## config.mk

```make
export PLATFORM = sky130hd
export DESIGN_NAME = cell_fuse_loader_flat
export DESIGN_NICKNAME = d
export VERILOG_FILES = /design/src/rtl/cell_fuse_loader_if.sv /design/src/rtl/cell_fuse_loader.sv /design/src/flat_wrapper.sv
export SDC_FILE = /design/constraint.sdc
export NUM_CORES = 1
export LEC_CHECK = 0
export ABC_AREA = 1
export CAP_MARGIN = 20
export CORE_MARGIN = 5
export CORE_UTILIZATION = 25
export DETAILED_ROUTE_END_ITERATION = 7
export PLACE_DENSITY = 0.38
export SKIP_LAST_GASP = 1
export SLEW_MARGIN = 40
export SYNTH_ARGS = -nofsm -noshare
export SYNTH_HDL_FRONTEND = slang
export SYNTH_SLANG_ARGS = --single-unit
```

## constraint.sdc

```tcl
create_clock -name clk_v -period 1.8 [get_ports clk_v]
set_input_delay 0.45 -clock clk_v [delete_from_list [all_inputs] [get_ports clk_v]]
set_output_delay 0.45 -clock clk_v [all_outputs]
set_load 0.005 [all_outputs]
```

## src/rtl/cell_fuse_loader_if.sv

```systemverilog
// cell_fuse_loader_if: handshake and configuration bus between the device
// programming engine (master) and the per-macrocell fuse loader (slave).
//   start_v, abort_v       : frame control from the programmer
//   bit_v, bit_valid_v     : serial fuse data with its valid qualifier
//   bit_ready_v            : loader accepts a bit this cycle
//   readback_v             : committed bit at the index about to be written
//   busy_v, done_v, err_v  : loader status
//   cfg_mux[0:NBITS-1]     : committed mux-select bits consumed by cellcore
interface cell_fuse_loader_if #(
  parameter int NBITS = 20
);
  logic             start_v;
  logic             abort_v;
  logic             bit_v;
  logic             bit_valid_v;
  logic             bit_ready_v;
  logic             readback_v;
  logic             busy_v;
  logic             done_v;
  logic             err_v;
  logic [0:NBITS-1] cfg_mux;

  modport master (
    output start_v, abort_v, bit_v, bit_valid_v,
    input  bit_ready_v, readback_v, busy_v, done_v, err_v, cfg_mux
  );

  modport slave (
    input  start_v, abort_v, bit_v, bit_valid_v,
    output bit_ready_v, readback_v, busy_v, done_v, err_v, cfg_mux
  );
endinterface

```

## src/rtl/cell_fuse_loader.sv

```systemverilog
// cell_fuse_loader: serial fuse loader for one macrocell. Shifts a frame of
// NBITS config bits into a shadow register under a valid/ready handshake and
// commits it atomically onto cfg_mux. Supports abort and an idle timeout.
//   clk_v   : clock, all state changes on the rising edge
//   rstn_v  : synchronous active-low reset
//   bus     : cell_fuse_loader_if.slave (control, serial data, status, cfg_mux)
// Parameters: NBITS (frame length, bit map defined for 20),
//             TIMEOUT (stalled SHIFT cycles before error abort, 0 = off).
// Build option: FUSE_LOADER_PARITY_EN appends an even-parity bit to each
// frame, checked in the COMMIT cycle.
module cell_fuse_loader #(
  parameter int NBITS   = 20,
  parameter int TIMEOUT = 16
) (
  input logic               clk_v,
  input logic               rstn_v,
  cell_fuse_loader_if.slave bus
);
`ifdef FUSE_LOADER_PARITY_EN
  localparam int NTOT = NBITS + 1;
`else
  localparam int NTOT = NBITS;
`endif
  // index must reach NBITS (parity slot) without wrapping
  localparam int IW = $clog2(NBITS + 2);
  localparam int SW = (TIMEOUT > 1) ? $clog2(TIMEOUT + 1) : 1;

  typedef enum logic [1:0] {IDLE = 2'd0, SHIFT = 2'd1, COMMIT = 2'd2} state_t;

  state_t           state_q, state_d;
  logic [IW-1:0]    idx_q, idx_d;
  logic [SW-1:0]    stall_q, stall_d;
  logic [0:NBITS-1] shadow_q, shadow_d;
  logic [0:NBITS-1] cfg_q, cfg_d;
  logic             done_q, done_d;
  logic             err_q, err_d;
`ifdef FUSE_LOADER_PARITY_EN
  logic             par_q, par_d;
`endif

  always_comb begin
    state_d  = state_q;
    idx_d    = idx_q;
    stall_d  = stall_q;
    shadow_d = shadow_q;
    cfg_d    = cfg_q;
    done_d   = 1'b0;
    err_d    = err_q;
`ifdef FUSE_LOADER_PARITY_EN
    par_d    = par_q;
`endif
    unique case (state_q)
      IDLE: begin
        if (bus.start_v) begin
          state_d = SHIFT;
          idx_d   = '0;
          stall_d = '0;
          err_d   = 1'b0;
        end
      end
      SHIFT: begin
        // abort outranks acceptance and timeout
        if (bus.abort_v) begin
          state_d = IDLE;
        end else if (bus.bit_valid_v) begin
          if (idx_q < IW'(NBITS)) shadow_d[idx_q] = bus.bit_v;
`ifdef FUSE_LOADER_PARITY_EN
          else par_d = bus.bit_v;
`endif
          idx_d   = idx_q + IW'(1);
          stall_d = '0;
          if (idx_q == IW'(NTOT - 1)) state_d = COMMIT;
        end else if (TIMEOUT != 0) begin
          if (stall_q == SW'(TIMEOUT - 1)) begin
            state_d = IDLE;
            err_d   = 1'b1;
          end else begin
            stall_d = stall_q + SW'(1);
          end
        end
      end
      COMMIT: begin
        state_d = IDLE;
        if (!bus.abort_v) begin
`ifdef FUSE_LOADER_PARITY_EN
          if ((^shadow_q) ^ par_q) begin
            err_d = 1'b1;
          end else begin
            cfg_d  = shadow_q;
            done_d = 1'b1;
          end
`else
          cfg_d  = shadow_q;
          done_d = 1'b1;
`endif
        end
      end
      default: state_d = IDLE;
    endcase
  end

  always_ff @(posedge clk_v) begin
    if (!rstn_v) begin
      state_q  <= IDLE;
      idx_q    <= '0;
      stall_q  <= '0;
      shadow_q <= '0;
      cfg_q    <= '0;
      done_q   <= 1'b0;
      err_q    <= 1'b0;
`ifdef FUSE_LOADER_PARITY_EN
      par_q    <= 1'b0;
`endif
    end else begin
      state_q  <= state_d;
      idx_q    <= idx_d;
      stall_q  <= stall_d;
      shadow_q <= shadow_d;
      cfg_q    <= cfg_d;
      done_q   <= done_d;
      err_q    <= err_d;
`ifdef FUSE_LOADER_PARITY_EN
      par_q    <= par_d;
`endif
    end
  end

  assign bus.bit_ready_v = (state_q == SHIFT);
  assign bus.busy_v      = (state_q != IDLE);
  assign bus.done_v      = done_q;
  assign bus.err_v       = err_q;
  assign bus.cfg_mux     = cfg_q;
  // verify-before-overwrite: show the committed bit about to be replaced
  assign bus.readback_v  = (state_q == SHIFT && idx_q < IW'(NBITS)) ? cfg_q[idx_q] : 1'b0;
endmodule
```

## src/flat_wrapper.sv

```systemverilog
// flat-port wrapper written by rule: the top's interface ports become plain ports
module cell_fuse_loader_flat 
#(
  parameter int NBITS   = 20,
  parameter int TIMEOUT = 16
)
  (clk_v, rstn_v, bus_start_v, bus_abort_v, bus_bit_v, bus_bit_valid_v, bus_bit_ready_v, bus_readback_v, bus_busy_v, bus_done_v, bus_err_v, bus_cfg_mux);
  cell_fuse_loader_if #(.NBITS(NBITS)) bus_i ();
  input logic clk_v;
  input logic rstn_v;
  input wire logic [$bits(bus_i.start_v)-1:0] bus_start_v;
  input wire logic [$bits(bus_i.abort_v)-1:0] bus_abort_v;
  input wire logic [$bits(bus_i.bit_v)-1:0] bus_bit_v;
  input wire logic [$bits(bus_i.bit_valid_v)-1:0] bus_bit_valid_v;
  output wire logic [$bits(bus_i.bit_ready_v)-1:0] bus_bit_ready_v;
  output wire logic [$bits(bus_i.readback_v)-1:0] bus_readback_v;
  output wire logic [$bits(bus_i.busy_v)-1:0] bus_busy_v;
  output wire logic [$bits(bus_i.done_v)-1:0] bus_done_v;
  output wire logic [$bits(bus_i.err_v)-1:0] bus_err_v;
  output wire logic [$bits(bus_i.cfg_mux)-1:0] bus_cfg_mux;
  assign bus_i.start_v = bus_start_v;
  assign bus_i.abort_v = bus_abort_v;
  assign bus_i.bit_v = bus_bit_v;
  assign bus_i.bit_valid_v = bus_bit_valid_v;
  assign bus_bit_ready_v = bus_i.bit_ready_v;
  assign bus_readback_v = bus_i.readback_v;
  assign bus_busy_v = bus_i.busy_v;
  assign bus_done_v = bus_i.done_v;
  assign bus_err_v = bus_i.err_v;
  assign bus_cfg_mux = bus_i.cfg_mux;
  cell_fuse_loader #(.NBITS(NBITS), .TIMEOUT(TIMEOUT)) u_core (.clk_v(clk_v), .rstn_v(rstn_v), .bus(bus_i));
endmodule
```

==> run metrics, run 1 <==
crit start category=register; H-Tree Depth=2; maximum root-to-sink buffer count=2; MaxCap Viol Count=0; syn_area_per_cell=7.19 sq um; Rows=37; initial core utilization=0.254; share of cells above drive strength 1=0.206; first-pass GRT wire length=12.0 mm; status=complete, but fails checks; Worst-Skew Late Latency=0.31 ns; fin nets=447; initial antenna violation count=0; Vias=2463; Setup crit end kind=output port; clock power share=0.339; CTS sink count=between 50 and 60; Core Util, Final=0.345; RSZ-0062 raised after global routing=yes; placed cells=roughly 560; register share of total power=0.573; Worst Slack Setup Final=-0.125 ns; Tot GR Track Use=0.118; crit path kind=register to output port; cells along the critical path=buf_6 > buf_6 > nand2_2 > nand3_2 > o21ai_1 > nand2_1 > nand2_1 > nor2_2 > nor2_1 > buf_2; GP Congestion=slightly below 0.8; leading cell type in the layout, fill and taps excluded=nand2_1; total wire length=between 7 and 8 mm; drt drc=0; fmax=0.519 GHz; dpl cell area=3360 sq um; die height=between 100 and 150 microns; via density per instance=4.31; Post-Synthesis Net Count=374; first-pass iteration count of the detailed router=4; clk root buf=clkbuf_8; Post-CTS Hold Fix Bufs=0; Rel. slew slack=0.770; critical path's largest stage delay=0.35 ns; # port buffers=30; synth unique cells=30; Synth warnings=0; final setup TNS=-0.125 ns; dpl ws=-0.223 ns; largest net degree at the start of global routing=29; Critical Path Slowest Stage Cell=dfxtp_2; crit path DAT=~1.5 ns; Crit Path Max Fanout=7; Final Max Slew Viols=0; final worst path period share=1.07; antenna cells=0; cell count after synthesis=362; Area Growth Syn to Fin=35.7%; Clock Skew=0.0112 ns; Hold Worst Slack=0.464 ns; vias in the first global route=about 2300; combinational share of power=0.088; Final Instance Area=approximately 3500 sq um; final hold violation count=0; number of top-level pins=31; Sw Ratio=0.263; Final Non-Filler Cells=approximately 570; LEAKAGE=1.42 nW; failing checks=negative setup slack; pwr/cell area=594 nW/um^2; GRT overflow=0; DP Wirelength=5.38 mm; Netlist Area Pre-Place=~2600 sq um; Final setup viols=1; TritonCTS clock tree=built; commonest cells after routing, fill and taps aside=nand2_1 (63), dfxtp_1 (48), inv_1 (46), a21oi_1 (46), buf_4 (46); WL per Instance=12.8 microns; Period minus WS final=1.93 ns; cell internal pwr=1.55 mW; Synth Register Bits=54; VDD IR max=0.268 mV; Num CTS Buffers=5; final total power=2.10 mW; Critical Path RT=1.35 ns; Hold Path Stages=2; DR iter-0 viols=68; R2R depth=11; Core Box Area=10200 sq um; Clock transition at path regs=roughly 0.1 ns; worst hold-check path type=register to register; die area=12600 sq um; Seq/Total Area, Yosys=0.415; Die W=112 microns; Detail Route Antenna Nets=0; Worst Max-Slew Pin Slew=0.344 ns; Psw=552 uW
-- cell families after synthesis --
group	count (synthesis)	synth area share
buffers and inverters	66	0.109
flip-flops	54	0.415
XOR/XNOR	1	0.00337
adder cells (fa/ha/maj)	6	0.0288
AO/OA/AOI/OAI	89	0.176
AND/OR/NAND/NOR	146	0.268
-- area by class of cell --
type / count / area, sq um
fill: 1116 / 6700
multi-input combinational: 242 / 1260
sequential: 54 / 1090
timing repair buffer: 81 / 722
inverter: 51 / 194
tap: 136 / 170
clock buffer: 5 / 68.8
clock inverter: 3 / 21.3
-- timing repair --
item	CTS	global route
setup endpoints to repair	3	6
resized for setup	22	7
buffers inserted	5	0
pin swaps	3	1
-- Yosys cell counts, drive strengths merged --
master | number | share of area
dfxtp | 54 | 0.42
buf | 5 | 0.012
nand4 | 6 | 0.014
a21oi | 46 | 0.088
xor2 | 1 | 0.0034
clkbuf | 9 | 0.018
nand3 | 27 | 0.057
ha | 6 | 0.029
nand2 | 66 | 0.097
o211ai | 1 | 0.0029
o21ai | 41 | 0.082
inv | 50 | 0.072
dlymetal6s2s | 1 | 0.0048
nor2 | 37 | 0.074
nor3 | 10 | 0.025
o21bai | 1 | 0.0029
clkinv | 1 | 0.0014
-- power by group through the flow --
stage                     registers (mW)  clock network [mW]  logic, mW
final                               1.20               0.711      0.184
after global routing                1.20               0.801      0.205
after CTS                           1.20               0.747      0.187
after detailed placement            1.23                   0      0.181
after global placement              1.23                   0      0.182
after floorplan                     1.23                   0      0.104
-- sequential cells by signal, summed over array words and instances, names as in the netlist --
register            cells
u_core.bus.cfg_mux     20
u_core.shadow_q        20
u_core.idx_q            5
u_core.stall_q          5
u_core.state_q          2
u_core.bus.done_v       1
u_core.bus.err_v        1
-- critical path, delay by kind of cell, from the launching register on --
kind                   cells  cell delay, ns
AO/OA/AOI/OAI              1            0.07
AND/OR/NAND/NOR            6            0.36
flip-flops                 1            0.35
buffers and inverters      3            0.37
-- metal layers --
layer / vias to the layer above / part of all wire / global-route usage / wire length (microns)
met5: - / 0 / 0 / 0
met4: 0 / 0.0092 / 0.0313 / 67
met2: 31 / 0.46 / 0.187 / 3350
met1: 1113 / 0.50 / 0.165 / 3670
li1: 1314 / - / - / -
met3: 5 / 0.030 / 0.0210 / 221
-- path summary, 6_finish.rpt --
check,from,endpoint,slack [ns]
setup / recovery,u_core.idx_q[0],bus_readback_v,-0.13
hold / removal,u_core.shadow_q[1],u_core.shadow_q[1],0.46
setup reg to reg,u_core.idx_q[0],u_core.idx_q[4],0.12
hold reg to reg,u_core.shadow_q[1],u_core.shadow_q[1],0.46
(Power assumes the default switching activity.)
==> run 2, diff against run 1 <==
--- a/config.mk
+++ b/config.mk
@@ -6,7 +6,6 @@
 export NUM_CORES = 1
 export LEC_CHECK = 0
 export ABC_AREA = 1
-export CAP_MARGIN = 20
 export CORE_MARGIN = 5
 export CORE_UTILIZATION = 25
 export DETAILED_ROUTE_END_ITERATION = 7
==> results of run 2 <==
No change in the layout: final DEF, timing and power equal those of run 1.
==> run 3, diff against run 2 <==
--- a/config.mk
+++ b/config.mk
@@ -6,10 +6,9 @@
 export NUM_CORES = 1
 export LEC_CHECK = 0
 export ABC_AREA = 1
-export CORE_MARGIN = 5
-export CORE_UTILIZATION = 25
+export CORE_UTILIZATION = 45
 export DETAILED_ROUTE_END_ITERATION = 7
-export PLACE_DENSITY = 0.38
+export PLACE_DENSITY = 0.63
 export SKIP_LAST_GASP = 1
 export SLEW_MARGIN = 40
 export SYNTH_ARGS = -nofsm -noshare
==> run 3 against run 2 <==
  * The run still ends with negative setup slack left
  * Clock-buffer cell count grew 1
  * Die area is 51% lower
  * Cell area down 2.6%
  * Non-clock buffer count decreased by 8
  * Critical path depth fell by 1
  * Global-route usage is 11 points higher
  * Sequential share of layout area rose by 0.98 points
  * Core utilization grew 28 points
  * Maximum frequency is 3.6% higher
  * Worst hold slack worse by 0.010 ns
  * Register-to-register slack worse by 0.05 ns
  * Final cell count decreased by 13%
  * Critical path type unchanged
  * Critical endpoint unchanged
  * Largest cell class unchanged
  * Largest power group unchanged
==> run metrics, run 3 (synthesized netlist as in run 1, its figures left out) <==
die area=between 6000 and 7000 sq um; Crit Path Max Fanout=6; drt drc=0; cells along the critical path=buf_8 > nand2_2 > nand3_2 > nand2_1 > nand2_1 > nand3_2 > nor2_2 > nor2_1 > buf_2; placed cells=481; GRT overflow=0; RSZ-0062 raised after global routing=yes; antenna cells=0; DP Wirelength=4.47 mm; Worst Max-Slew Pin Slew=0.384 ns; crit path kind=register to output port; Area Growth Syn to Fin=32.2%; failing checks=negative setup slack; first-pass GRT wire length=10.8 mm; Core Box Area=5540 sq um; # port buffers=30; Detail Route Antenna Nets=0; fillers=between 400 and 500; Final setup viols=2; critical path's largest stage delay=0.41 ns; final worst path period share=1.03; TritonCTS clock tree=built; clk root buf=clkbuf_8; initial core utilization=0.470; share of cells above drive strength 1=0.213; fin nets=439; largest net degree at the start of global routing=between 40 and 50; first-pass iteration count of the detailed router=4; pwr/cell area=just under 600 nW/um^2; via density per instance=5.07; leading cell type in the layout, fill and taps excluded=nand2_1; VDD IR max=0.366 mV; initial antenna violation count=0; Rows=27; commonest cells after routing, fill and taps aside=nand2_1 (57), dfxtp_1 (48), inv_1 (46), a21oi_1 (46), buf_4 (38); Tot GR Track Use=0.226; dpl cell area=3180 sq um; vias in the first global route=2242; status=complete, but fails checks; LEAKAGE=1.39 nW; delay-heaviest family, CP=simple AND/OR/NAND/NOR gates; H-Tree Depth=2; Rel. slew slack=0.744; WL per Instance=13.4 microns; Worst Path Buf+Inv=2; MaxCap Viol Count=0; Clock transition at path regs=0.09 ns; crit path DAT=1.41 ns; Period minus WS final=1.86 ns; crit start category=register; DR iter-0 viols=171; Worst Slack Setup Final=-0.0579 ns; Num CTS Buffers=5; Final Instance Area=3440 sq um; die height=78.1 microns; fmax=0.538 GHz; final setup TNS=-0.0608 ns; Setup crit end kind=output port; Critical Path RT=1.35 ns; Die W=78.1 microns; number of top-level pins=31; maximum root-to-sink buffer count=2; Critical Path Slowest Stage Cell=dfxtp_4; final hold violation count=0; GP Congestion=~0.90; total wire length=6.68 mm; worst hold-check path type=register to register; Final Non-Filler Cells=499; Final Max Slew Viols=0; Hold Worst Slack=about 0.45 ns; Clock Skew=0.00918 ns; Core Util, Final=0.621; Vias=2530; CTS sink count=54; Post-CTS Hold Fix Bufs=0; Worst-Skew Late Latency=0.30 ns
-- run 3: changes by cell type in the layout (fill, tap and decap cells not counted), moves of 2 or more --
cell / previous run / this run
buf_4: 46 / 38
nand2_1: 63 / 57
nand2_2: 3 / 9
nand3_1: 25 / 19
nand3_2: 1 / 7
dfxtp_2: 5 / 3
dfxtp_4: 1 / 3
-- run 3: path summary, 6_finish.rpt --
kind                                  startpoint                 end  slack, ns  cells past startpoint
worst min register to register  u_core.bus.err_v    u_core.bus.err_v       0.45                      2
worst max register to register   u_core.idx_q[2]  u_core.shadow_q[7]       0.07                     12
worst max-delay path             u_core.idx_q[0]      bus_readback_v      -0.06                      9
worst min-delay path            u_core.bus.err_v    u_core.bus.err_v       0.45                      2
-- run 3: routing by layer --
metal | share of wire | track usage | wire length, microns
met1 | 0.46 | 0.290 | 3090
met5 | 0 | 0 | 0
met2 | 0.48 | 0.376 | 3230
met4 | 0.015 | 0.0870 | 101
met3 | 0.037 | 0.0384 | 249
-- run 3: power by group --
part	internal, mW	total [mW]	switching [mW]	leakage [nW]
Clock	0.268	0.651	0.383	0.0373
Combinational	0.0728	0.185	0.112	0.912
Sequential	1.20	1.20	0.00541	0.439
Total	1.54	2.04	0.501	1.39
-- run 3: final cells by class --
| type | count | area, sq um | share of cell area |
|---|---|---|---|
| timing repair buffer | 73 | 667 | 0.194 |
| inverter | 51 | 199 | 0.0578 |
| sequential | 54 | 1100 | 0.319 |
| multi-input combinational | 242 | 1310 | 0.380 |
| clock buffer | 6 | 72.6 | 0.0211 |
| tap | 72 | 90.1 | 0.0262 |
| clock inverter | 1 | 7.51 | 0.00218 |
-- run 3: per-stage QoR --
stage	setup WS, ns	power (mW)
2_1_floorplan	0.223	1.33
3_3_place_gp	-0.149	1.40
3_5_place_dp	-0.184	1.40
4_1_cts	-0.0846	2.04
5_1_grt	-0.155	2.12
6_report	-0.0579	2.04
-- run 3: worst min-delay path, stage by stage (launching register included) --
cell and delay [ns]:
dfxtp_1 0.32, inv_1 0.04, a21oi_1 0.05
-- run 3: timing repair --
item                                    in CTS  in global routing
gates resized for setup                     23                 21
setup buffers                                8                  3
endpoints found under the setup margin       3                  7
pin swaps                                   12                 15
gates cloned                                 1                  0
